## src/rtl/uart_rx_frame.sv

```systemverilog
// 8N1 UART receiver driven by an oversampling baud tick, with a valid/ack byte handshake.
// Define UART_RX_PARITY_EN to receive 8E1 frames and report even-parity errors.
module uart_rx_frame #(
  parameter int OVERSAMPLE = 16,
  parameter int CNT_W      = 4
) (
  input  logic       Sys_clk,
  input  logic       reset,
  input  logic       baud_tick,
  input  logic       rx,
  input  logic       rx_ack,
  output logic [7:0] rx_data,
  output logic       rx_valid,
  output logic       frame_err,
  output logic       parity_err,
  output logic       overrun
);

  localparam logic [CNT_W-1:0] HALF_LAST = CNT_W'(OVERSAMPLE / 2 - 1);
  localparam logic [CNT_W-1:0] BIT_LAST  = CNT_W'(OVERSAMPLE - 1);
  localparam logic [CNT_W-1:0] TCNT_ONE  = CNT_W'(1);

  typedef enum logic [2:0] {
    IDLE,
    START,
    DATA,
`ifdef UART_RX_PARITY_EN
    PARITY,
`endif
    STOP
  } state_t;

  state_t           state, state_nxt;
  logic             rx_meta, rxs;
  logic [CNT_W-1:0] tcnt, tcnt_nxt;
  logic [2:0]       bcnt, bcnt_nxt;
  logic [7:0]       shreg, shreg_nxt;
  logic             deliver;
  logic             parity_calc;
  logic [7:0]       rx_data_nxt;
  logic             rx_valid_nxt, frame_err_nxt, parity_err_nxt, overrun_nxt;

`ifdef UART_RX_PARITY_EN
  logic             par_bit, par_bit_nxt;

  always_comb parity_calc = (^shreg) ^ par_bit;
`else
  always_comb parity_calc = 1'b0;
`endif

  // Frame sequencing: every counter and state change is gated by the baud tick.
  always_comb begin
    state_nxt = state;
    tcnt_nxt  = tcnt;
    bcnt_nxt  = bcnt;
    shreg_nxt = shreg;
    deliver   = 1'b0;
`ifdef UART_RX_PARITY_EN
    par_bit_nxt = par_bit;
`endif
    if (baud_tick) begin
      case (state)
        IDLE: begin
          if (!rxs) begin
            state_nxt = START;
            tcnt_nxt  = '0;
          end
        end
        START: begin
          if (tcnt == HALF_LAST) begin
            tcnt_nxt  = '0;
            bcnt_nxt  = '0;
            state_nxt = rxs ? IDLE : DATA;
          end else begin
            tcnt_nxt = tcnt + TCNT_ONE;
          end
        end
        DATA: begin
          if (tcnt == BIT_LAST) begin
            shreg_nxt = {rxs, shreg[7:1]};
            tcnt_nxt  = '0;
            bcnt_nxt  = bcnt + 3'd1;
            if (bcnt == 3'd7) begin
`ifdef UART_RX_PARITY_EN
              state_nxt = PARITY;
`else
              state_nxt = STOP;
`endif
            end
          end else begin
            tcnt_nxt = tcnt + TCNT_ONE;
          end
        end
`ifdef UART_RX_PARITY_EN
        PARITY: begin
          if (tcnt == BIT_LAST) begin
            par_bit_nxt = rxs;
            tcnt_nxt    = '0;
            state_nxt   = STOP;
          end else begin
            tcnt_nxt = tcnt + TCNT_ONE;
          end
        end
`endif
        STOP: begin
          // Leave at mid-stop so a start edge in the back half of the stop bit is caught.
          if (tcnt == BIT_LAST) begin
            deliver   = 1'b1;
            tcnt_nxt  = '0;
            state_nxt = IDLE;
          end else begin
            tcnt_nxt = tcnt + TCNT_ONE;
          end
        end
        default: begin
          state_nxt = IDLE;
          tcnt_nxt  = '0;
        end
      endcase
    end
  end

  // Delivery into the holding register, or overrun when the old byte is still unclaimed.
  always_comb begin
    rx_data_nxt    = rx_data;
    rx_valid_nxt   = rx_valid;
    frame_err_nxt  = frame_err;
    parity_err_nxt = parity_err;
    overrun_nxt    = overrun;
    if (deliver) begin
      if (!rx_valid || rx_ack) begin
        rx_data_nxt    = shreg;
        frame_err_nxt  = ~rxs;
        parity_err_nxt = parity_calc;
        rx_valid_nxt   = 1'b1;
        overrun_nxt    = 1'b0;
      end else begin
        overrun_nxt = 1'b1;
      end
    end else if (rx_ack && rx_valid) begin
      rx_valid_nxt = 1'b0;
      overrun_nxt  = 1'b0;
    end
  end

  always_ff @(posedge Sys_clk) begin
    if (reset) begin
      rx_meta    <= 1'b1;
      rxs        <= 1'b1;
      state      <= IDLE;
      tcnt       <= '0;
      bcnt       <= '0;
      shreg      <= '0;
      rx_data    <= '0;
      rx_valid   <= 1'b0;
      frame_err  <= 1'b0;
      parity_err <= 1'b0;
      overrun    <= 1'b0;
`ifdef UART_RX_PARITY_EN
      par_bit    <= 1'b0;
`endif
    end else begin
      rx_meta    <= rx;
      rxs        <= rx_meta;
      state      <= state_nxt;
      tcnt       <= tcnt_nxt;
      bcnt       <= bcnt_nxt;
      shreg      <= shreg_nxt;
      rx_data    <= rx_data_nxt;
      rx_valid   <= rx_valid_nxt;
      frame_err  <= frame_err_nxt;
      parity_err <= parity_err_nxt;
      overrun    <= overrun_nxt;
`ifdef UART_RX_PARITY_EN
      par_bit    <= par_bit_nxt;
`endif
    end
  end

endmodule

```

## config.mk

```make
export PLATFORM = sky130hd
export DESIGN_NAME = uart_rx_frame
export DESIGN_NICKNAME = d
export VERILOG_FILES = /design/src/rtl/uart_rx_frame.sv
export SDC_FILE = /design/constraint.sdc
export NUM_CORES = 1
export LEC_CHECK = 0
export ABC_CLOCK_PERIOD_IN_PS = 4100
export CORE_MARGIN = 3
export CORE_UTILIZATION = 53
export CTS_CLUSTER_DIAMETER = 120
export DETAILED_ROUTE_END_ITERATION = 16
export PLACE_DENSITY = 0.77
export SLEW_MARGIN = 30
export SYNTH_ARGS = -nofsm -noshare
export SYNTH_HDL_FRONTEND = slang
export SYNTH_SLANG_ARGS = --single-unit
```

## constraint.sdc

```tcl
create_clock -name Sys_clk -period 4.1 [get_ports Sys_clk]
set_input_delay 0.41 -clock Sys_clk [delete_from_list [all_inputs] [get_ports Sys_clk]]
set_output_delay 0.41 -clock Sys_clk [all_outputs]
set_load 0.02 [all_outputs]
```

# [Yosys cells after proc, flatten, opt, wreduce, memory -nomap -nowiden]
# Index checks and enable logic that the tools add are counted.
# W data, S select, Z words.
[word_totals] reg_bits=31 input_bits=5 out_inout_bits=12 elab_cells=60
[op_classes] n_addsub=2 eq_ne=12 muxes=22 bitwise=1 n_reduce_logical=13
[op_table] op="$mux W3" count=7
[op_table] op="$mux W4" count=3
[op_table] op="$pmux W3 S4" count=1
[op_table] op="$pmux W4 S3" count=1
[op_table] op="$ne A2 B2 Y1 const B" count=5
[op_table] op="$mux W1" count=8
[op_table] op="$eq A3 B2 Y1 const B" count=2
[op_table] op="$pmux W3 S2" count=1
[op_table] op="$reduce_and A2 Y1" count=3
[op_table] op="$reduce_and A6 Y1" count=1
[op_table] op="$add A4 B1 Y4 const B" count=1
[op_table] op="$eq A4 B3 Y1 const B" count=1
[op_table] op="$eq A4 B4 Y1 const B" count=1
[op_table] op="$reduce_and A4 Y1" count=1
[op_table] op="$reduce_bool A2 Y1" count=2
[op_table] op="$add A3 B1 Y3 const B" count=1
[op_table] op="$eq A3 B1 Y1 const B" count=1
[op_table] op="$eq A3 B3 Y1 const B" count=1
[op_table] op="$logic_not A3 Y1" count=1
[op_table] op="$reduce_and A3 Y1" count=1
[op_table] op="$mux W2" count=1
[op_table] op="$ne A2 B1 Y1 const B" count=1
[op_table] op="$reduce_or A2 Y1" count=1
[op_table] op="$logic_and A1 B1 Y1" count=1
[op_table] op="3 further kinds" count=3

# [Depth between registers and ports, before layout]
# Gate-level depths: netlist of run 1.
[depth] depth_word=6 mapped_depth=6 ltp_nobuf=5

# [Worst setup path before layout of run 1]
# OpenSTA, ideal clock, no wires.
[synth_path] kind="register -> register" startpoint="register tcnt[0]" endpoint="register frame_err" setup_time_ns=0.128 arrival_ns=1.337 required_time_ns=3.972 path_slack_ns=2.635 path_stages_with_launch=7 n_path_buf=1 synth_period_minus_slack_ns=1.465 path_cell_list="dfxtp_1 -> ha_1 -> nand4_2 -> nor3b_2 -> buf_6 -> mux2i_1 -> nor2_1"
[synth_via] elab_chain_len=5
[synth_lines] item="from (decl)" line="35" rtl="logic [CNT_W-1:0] tcnt, tcnt_nxt;"
[synth_lines] item="from (signal assigned)" line="166" rtl="tcnt <= tcnt_nxt;"
[synth_lines] item="$eq A4 B4 Y1" line="107" rtl="if (tcnt == BIT_LAST) begin"
[synth_lines] item="$mux W1" line="107"
[synth_lines] item="$mux W1" line="62" rtl="case (state)"
[synth_lines] item="$mux W1" line="61" rtl="if (baud_tick) begin"
[synth_lines] item="$reduce_and A2 Y1 (no line)"
[synth_lines] item="to (signal assigned)" line="171" rtl="frame_err <= frame_err_nxt;"
[synth_lines] item="to (decl)" line="14" rtl="output logic frame_err,"
# No other way between the ends.
# A chain may end at the register's enable or synchronous reset.

# [Worst setup path in the final report of run 1]
[layout_path] startpoint="input baud_tick" endpoint="register rx_data[5]"
[layout_via] elab_chain_len=2
[layout_lines] item="from (decl)" line="9" rtl="input logic baud_tick,"
[layout_lines] item="$mux W1" line="61"
[layout_lines] item="$reduce_and A2 Y1 (no line)"
[layout_lines] item="to (signal assigned)" line="169" rtl="rx_data <= rx_data_nxt;"
[layout_lines] item="to (decl)" line="12" rtl="output logic [7:0] rx_data,"
# No other way between the ends.

==> results of run 1 <==
layout make-up:
class / count / share of cell area
multi-input combinational: 92 / 0.4213
timing repair buffer: 16 / 0.1039
clock buffer: 6 / 0.03380
sequential: 30 / 0.3957
inverter: 1 / 0.002473
tap: 28 / 0.02308
clock inverter: 1 / 0.01979
logic make-up after synthesis:
family                     share of synthesized area
AOI/OAI and AO/OA                            0.08375
xor gates and xnor gates                    0.006738
adders and majority gates                    0.02888
buffers and inverters                        0.04619
DFF                                           0.4620
muxes                                         0.1694
other                                       0.002885
and+or+nand+nor                               0.2002
cells in the mapped netlist, drive strengths merged:
master | number | area (µm²)
inv | 1 | 3.750
a21bo | 1 | 10.01
nand3 | 3 | 15.01
o21ai | 2 | 10.01
a21oi | 7 | 46.30
nand4 | 2 | 18.77
mux2i | 22 | 220.2
and2 | 1 | 6.260
nand2b | 4 | 25.02
or3b | 1 | 11.26
clkbuf | 3 | 11.26
xnor2 | 1 | 8.760
a31oi | 2 | 12.51
nand4b | 2 | 17.52
o31ai | 1 | 7.510
o211ai | 1 | 7.510
nor2 | 24 | 97.59
ha | 3 | 37.54
a211oi | 1 | 7.510
or2 | 3 | 18.77
nand2 | 6 | 22.52
dfxtp | 30 | 600.6
buf | 6 | 45.04
nand3b | 1 | 7.510
conb | 1 | 3.750
a21o | 1 | 7.510
nor3b | 2 | 20.02
power breakdown:
part | total, mW | switching (mW) | internal, mW | leakage, nW
sequential | 0.294 | 0.00168 | 0.293 | 0.242
clock | 0.238 | 0.0958 | 0.142 | 0.0443
combinational | 0.0157 | 0.00866 | 0.00705 | 0.254
total | 0.548 | 0.106 | 0.442 | 0.540
worst min-delay path by stage:
stage	from	to	slack, ns	cells past startpoint
finish	rx_meta	rxs	0.42	1
global route	rx_meta	rxs	0.44	1
global placement	rx_meta	rxs	0.40	1
detailed placement	rx_meta	rxs	0.40	1
CTS	rx_meta	rxs	0.42	1
floorplan	rx_meta	rxs	0.39	1
flip-flops by register name (all words and copies together) (netlist names):
name and flops:
state 2, rx_data 8, frame_err 1, tcnt 4, rx_meta 1, overrun 1
rx_valid 1, rxs 1, shreg 8, bcnt 3
worst max-delay path, stage by stage:
cell             delay, ns
clkdlybuf4s50_1       0.62
nand4_2               0.21
nor3b_2               0.80
mux2i_1               0.28
nor2_1                0.05
routing by layer:
| layer | routed length (µm) | share of wire | GRT usage |
|---|---|---|---|
| met1 | 1030 | 0.45 | 0.1727 |
| met2 | 1082 | 0.47 | 0.2568 |
| met3 | 95 | 0.042 | 0.06308 |
| met4 | 78 | 0.034 | 0.1042 |
| met5 | 0 | 0 | 0 |
layout by cell type, fill, tap and decap left out, types with 2 or more instances in the layout:
cell | synthesis | layout
dfxtp_1 | 30 | 30
nor2_1 | 23 | 23
mux2i_1 | 22 | 22
nand2b_1 | 4 | 4
nand2_1 | 6 | 6
a31oi_1 | 2 | 2
nand3_1 | 3 | 3
a21oi_1 | 6 | 6
nand4b_1 | 2 | 2
or2_2 | 3 | 3
ha_1 | 3 | 3
clkbuf_4 | 0 | 5
clkdlybuf4s50_1 | 0 | 15
o21ai_0 | 2 | 2
per-stage QoR:
stage | total power, mW | instance area [µm²] | hold slack, ns | setup WS [ns] | utilization
floorplan | 0.3117 | 1300 | 0.3895 | 2.635 | -
global placement | 0.3165 | 1436 | 0.4018 | 1.640 | 0.6311
detailed placement | 0.3168 | 1436 | 0.4002 | 1.610 | 0.6311
CTS | 0.5552 | 1518 | 0.4214 | 1.940 | 0.6669
global route | 0.5675 | 1518 | 0.4396 | 1.765 | 0.6669
finish | 0.5478 | 1518 | 0.4165 | 1.911 | 0.6669
==> impl_metrics.env, run 1 <==
export IMPL_grt_pass1_wl_mm=3.829
export IMPL_drtIter0Drc=8
export IMPL_ys_types=33
export IMPL_routabilityCongestion=0.7731
export IMPL_worstMarginPinSlew_ns=0.9075
export IMPL_antenna_found_initial=0
export IMPL_slew_viol_final=0
export IMPL_timing_rr_end="rx_data[5]"
export IMPL_core_area_mm2=0.002276
export IMPL_maxCapViolations=0
export IMPL_fin_setup_tns_ns=0
export IMPL_placed_cells=167
export IMPL_yosysWarnings=0
export IMPL_period_share=0.5340
export IMPL_wl_per_cell_um=13.14
export IMPL_vias=934
export IMPL_finalNonFillerCells=174
export IMPL_rsz0062_at_grt="false"
export IMPL_dieArea_mm2=0.003083
export IMPL_synthCells=132
export IMPL_die_x_um=55.53
export IMPL_yosysSeqAreaShare=0.4620
export IMPL_initial_utilization=0.5712
export IMPL_grt_max_degree=24
export IMPL_io_pins=17
export IMPL_clock_sinks=30
export IMPL_drive_gt1_frac=0.1164
export IMPL_ir_drop_mv=0.3376
export IMPL_ant_nets=0
export IMPL_area_delta_synth_final_pct=16.75
export IMPL_die_h_um=55.53
export IMPL_postCtsHoldBufs=0
export IMPL_synth_fp_nets=140
export IMPL_fin_skew_ns=0.007311
export IMPL_startpoint_type="input pin"
export IMPL_port_buffers=15
export IMPL_drt_pass1_iterations=4
export IMPL_crit_fanout=9
export IMPL_crit_type="input pin to flip-flop"
export IMPL_timing_final_hold_violations=0
export IMPL_cts_tree="built"
export IMPL_fillCellCount=186
export IMPL_clk_path_buf_depth=2
export IMPL_outcome="complete, no violations"
export IMPL_vias_per_cell=5.368
export IMPL_drc=0
export IMPL_cp_arrival_ns=2.36
export IMPL_synth_seq_cells=30
export IMPL_track_usage=0.1598
export IMPL_p_leak_nw=0.5402
export IMPL_cts_buffers=5
export IMPL_hpwl_mm=1.600
export IMPL_diodes=0
export IMPL_post_synth_cell_area_avg_um2=9.848
export IMPL_critPathCapture="rx_data[5]"
export IMPL_timing_rr_start="tcnt[0]"
export IMPL_fin_crit_ns=2.189
export IMPL_grt_overflow_total=0
export IMPL_crit_required_ns=4.28
export IMPL_nets=154
export IMPL_setup_worst_path_start="baud_tick"
export IMPL_cp_end_kind="flip-flop"
export IMPL_relSlewSlack=0.3924
export IMPL_finalSetupViolCount=0
export IMPL_ctsResizeCount=0
export IMPL_post_cts_setup_buffer_count=0
export IMPL_worstRegToRegCells=5
export IMPL_multi_input_area_um2=639.4
export IMPL_cts_root_buf="clkbuf_4"
export IMPL_row_count=17
export IMPL_hp_class="flip-flop to flip-flop"
export IMPL_clock_latency_ns=0.31
export IMPL_clk_pin_slew_ns=0.08
export IMPL_grt_pass1_vias=890
export IMPL_synth_area_mm2=0.001300
export IMPL_fmax_mhz=456.7
export IMPL_totalWireLength_mm=2.286
export IMPL_power_density_mw_per_mm2=360.9
export IMPL_seq_area_um2=600.6
export IMPL_htree_levels=2
export IMPL_reg2reg_setup_slack_ns=2.01
No activity file was read; power rests on OpenSTA's default activity.
==> run 2: changes to the inputs <==
ABC_CLOCK_PERIOD_IN_PS = 2200   (was 4100)
clock period = 2.2 ns   (was 4.1 ns; I/O delays follow)
==> impl_metrics.env, run 2 (synthesis gave the netlist of run 1 again) <==
export IMPL_ctsResizeCount=0
export IMPL_postCtsHoldBufs=0
export IMPL_outcome="complete, no violations"
export IMPL_fin_setup_tns_ns=0
export IMPL_nets=157
export IMPL_clk_pin_slew_ns=0.09
export IMPL_die_x_um=55.53
export IMPL_routabilityCongestion=0.7505
export IMPL_clock_sinks=30
export IMPL_reg_top3="rx_data (8), shreg (8), tcnt (4)"
export IMPL_diodes=0
export IMPL_hpwl_mm=1.518
export IMPL_totalWireLength_mm=2.239
export IMPL_power_frac_clock=0.419
export IMPL_drt_pass1_iterations=4
export IMPL_cts_tree="built"
export IMPL_crit_required_ns=2.39
export IMPL_drtIter0Drc=22
export IMPL_io_pins=17
export IMPL_hp_class="flip-flop to flip-flop"
export IMPL_p_sw_frac=0.1973
export IMPL_cts_root_buf="clkbuf_4"
export IMPL_wl_per_cell_um=12.58
export IMPL_cts_buffers=5
export IMPL_min_from="rx_meta"
export IMPL_area_delta_synth_final_pct=18.00
export IMPL_slew_viol_final=0
export IMPL_seqPwrFrac=0.549
export IMPL_fin_crit_ns=1.650
export IMPL_worstRegToRegCells=6
export IMPL_cp_end_kind="flip-flop"
export IMPL_row_count=17
export IMPL_crit_path_top_delay_cell="dfxtp_1"
export IMPL_rsz0062_at_grt="false"
export IMPL_drive_gt1_frac=0.1267
export IMPL_hold_depth=1
export IMPL_die_h_um=55.53
export IMPL_ant_nets=0
export IMPL_whs_endpoint="rxs"
export IMPL_critical_path_top_delay_family="simple AND/OR/NAND/NOR gates"
export IMPL_timing_rr_start="tcnt[0]"
export IMPL_htree_levels=2
export IMPL_cpPeakStageDelay_ns=0.37
export IMPL_fmax_mhz=606.2
export IMPL_timing_rr_end="rx_data[6]"
export IMPL_drc=0
export IMPL_fin_skew_ns=0.01062
export IMPL_clk_path_buf_depth=2
export IMPL_worstMarginPinSlew_ns=0.4899
export IMPL_clock_latency_ns=0.32
export IMPL_core_area_mm2=0.002276
export IMPL_cp_arrival_ns=1.84
export IMPL_grt_max_degree=16
export IMPL_final_common_cell="dfxtp_1"
export IMPL_vias=953
export IMPL_initial_utilization=0.5712
export IMPL_crit_type="flip-flop to flip-flop"
export IMPL_port_buffers=15
export IMPL_vias_per_cell=5.354
export IMPL_power_switching_mw=0.1971
export IMPL_comb_power_share=0.032
export IMPL_reg2reg_setup_slack_ns=0.55
export IMPL_p_leak_nw=0.5505
export IMPL_layout_common_cells="dfxtp_1 (30), nor2_1 (23), mux2i_1 (22)"
export IMPL_finalSetupViolCount=0
export IMPL_power_density_mw_per_mm2=651.1
export IMPL_worstPathBufferInverterCount=1
export IMPL_track_usage=0.1586
export IMPL_report_power_total_mw=0.9988
export IMPL_p_int_mw=0.8017
export IMPL_period_share=0.7499
export IMPL_startpoint_type="flip-flop"
export IMPL_grt_overflow_total=0
export IMPL_crit_fanout=9
export IMPL_maxCapViolations=0
export IMPL_grt_pass1_wl_mm=3.864
export IMPL_grt_pass1_vias=889
export IMPL_dieArea_mm2=0.003083
export IMPL_ir_drop_mv=0.5250
export IMPL_relSlewSlack=0.6706
export IMPL_timing_final_hold_violations=0
export IMPL_crit_chain="ha_1 -> nand4_2 -> nor3b_2 -> buf_4 -> mux2i_1 -> nor2_1"
export IMPL_post_cts_setup_buffer_count=0
export IMPL_antenna_found_initial=0
==> run 2: cell types whose count changed in the layout (fill, tap and decap cells not counted), sizes merged <==
| cell | delta |
|---|---|
| buf | +3 |
| clkbuf | +1 |
==> run 2: worst reg2reg max path: stages, from the launching register on <==
cell and delay, ns:
dfxtp_1 0.37, ha_1 0.26, nand4_2 0.19, nor3b_2 0.22
buf_4 0.23, mux2i_1 0.21, nor2_1 0.05
==> run 2: worst max path at each step <==
| stage | from | endpoint | depth (start not counted) |
|---|---|---|---|
| 2_1_floorplan | tcnt[0] | frame_err | 6 |
| 3_3_place_gp | baud_tick | rx_data[6] | 6 |
| 3_5_place_dp | baud_tick | rx_data[6] | 6 |
| 4_1_cts | tcnt[0] | rx_data[6] | 6 |
| 5_1_grt | tcnt[0] | rx_data[6] | 6 |
| 6_report | tcnt[0] | rx_data[6] | 6 |
==> run 2: power groups by stage <==
stage | sequential [mW] | clock (mW) | combinational [mW]
after floorplan | 0.559 | 0 | 0.0216
after global placement | 0.561 | 0 | 0.0315
after detailed placement | 0.561 | 0 | 0.0316
after CTS | 0.548 | 0.433 | 0.0319
after global routing | 0.549 | 0.455 | 0.0345
final | 0.549 | 0.419 | 0.0317
==> run 2: routing by layer <==
metal | GRT usage | up-vias | wire length [µm]
met3 | 0.06776 | 6 | 97
met5 | 0 | - | 0
li1 | - | 484 | -
met1 | 0.1908 | 446 | 1051
met4 | 0.07986 | 0 | 50
met2 | 0.2399 | 17 | 1041
==> run 2: final cells by class <==
type                            count  area [µm²]
Multi-Input combinational cell     92       639.4
Timing Repair Buffer               19       180.2
Clock buffer                        7       45.04
Inverter                            1       3.754
Fill cell                         183       742.0
Clock inverter                      1       30.03
Sequential cell                    30       600.6
Tap cell                           28       35.03
==> run 2: per-stage QoR <==
stage	hold slack, ns	setup slack [ns]	std cells	area [µm²]	utilization
2_1_floorplan	0.3222	0.7353	132	1300	-
3_5_place_dp	0.4015	0.4653	170	1459	0.6410
6_report	0.4206	0.5503	178	1534	0.6740
3_3_place_gp	0.3956	0.5023	170	1459	0.6410
5_1_grt	0.4347	0.4329	178	1534	0.6740
4_1_cts	0.4221	0.5441	178	1534	0.6740
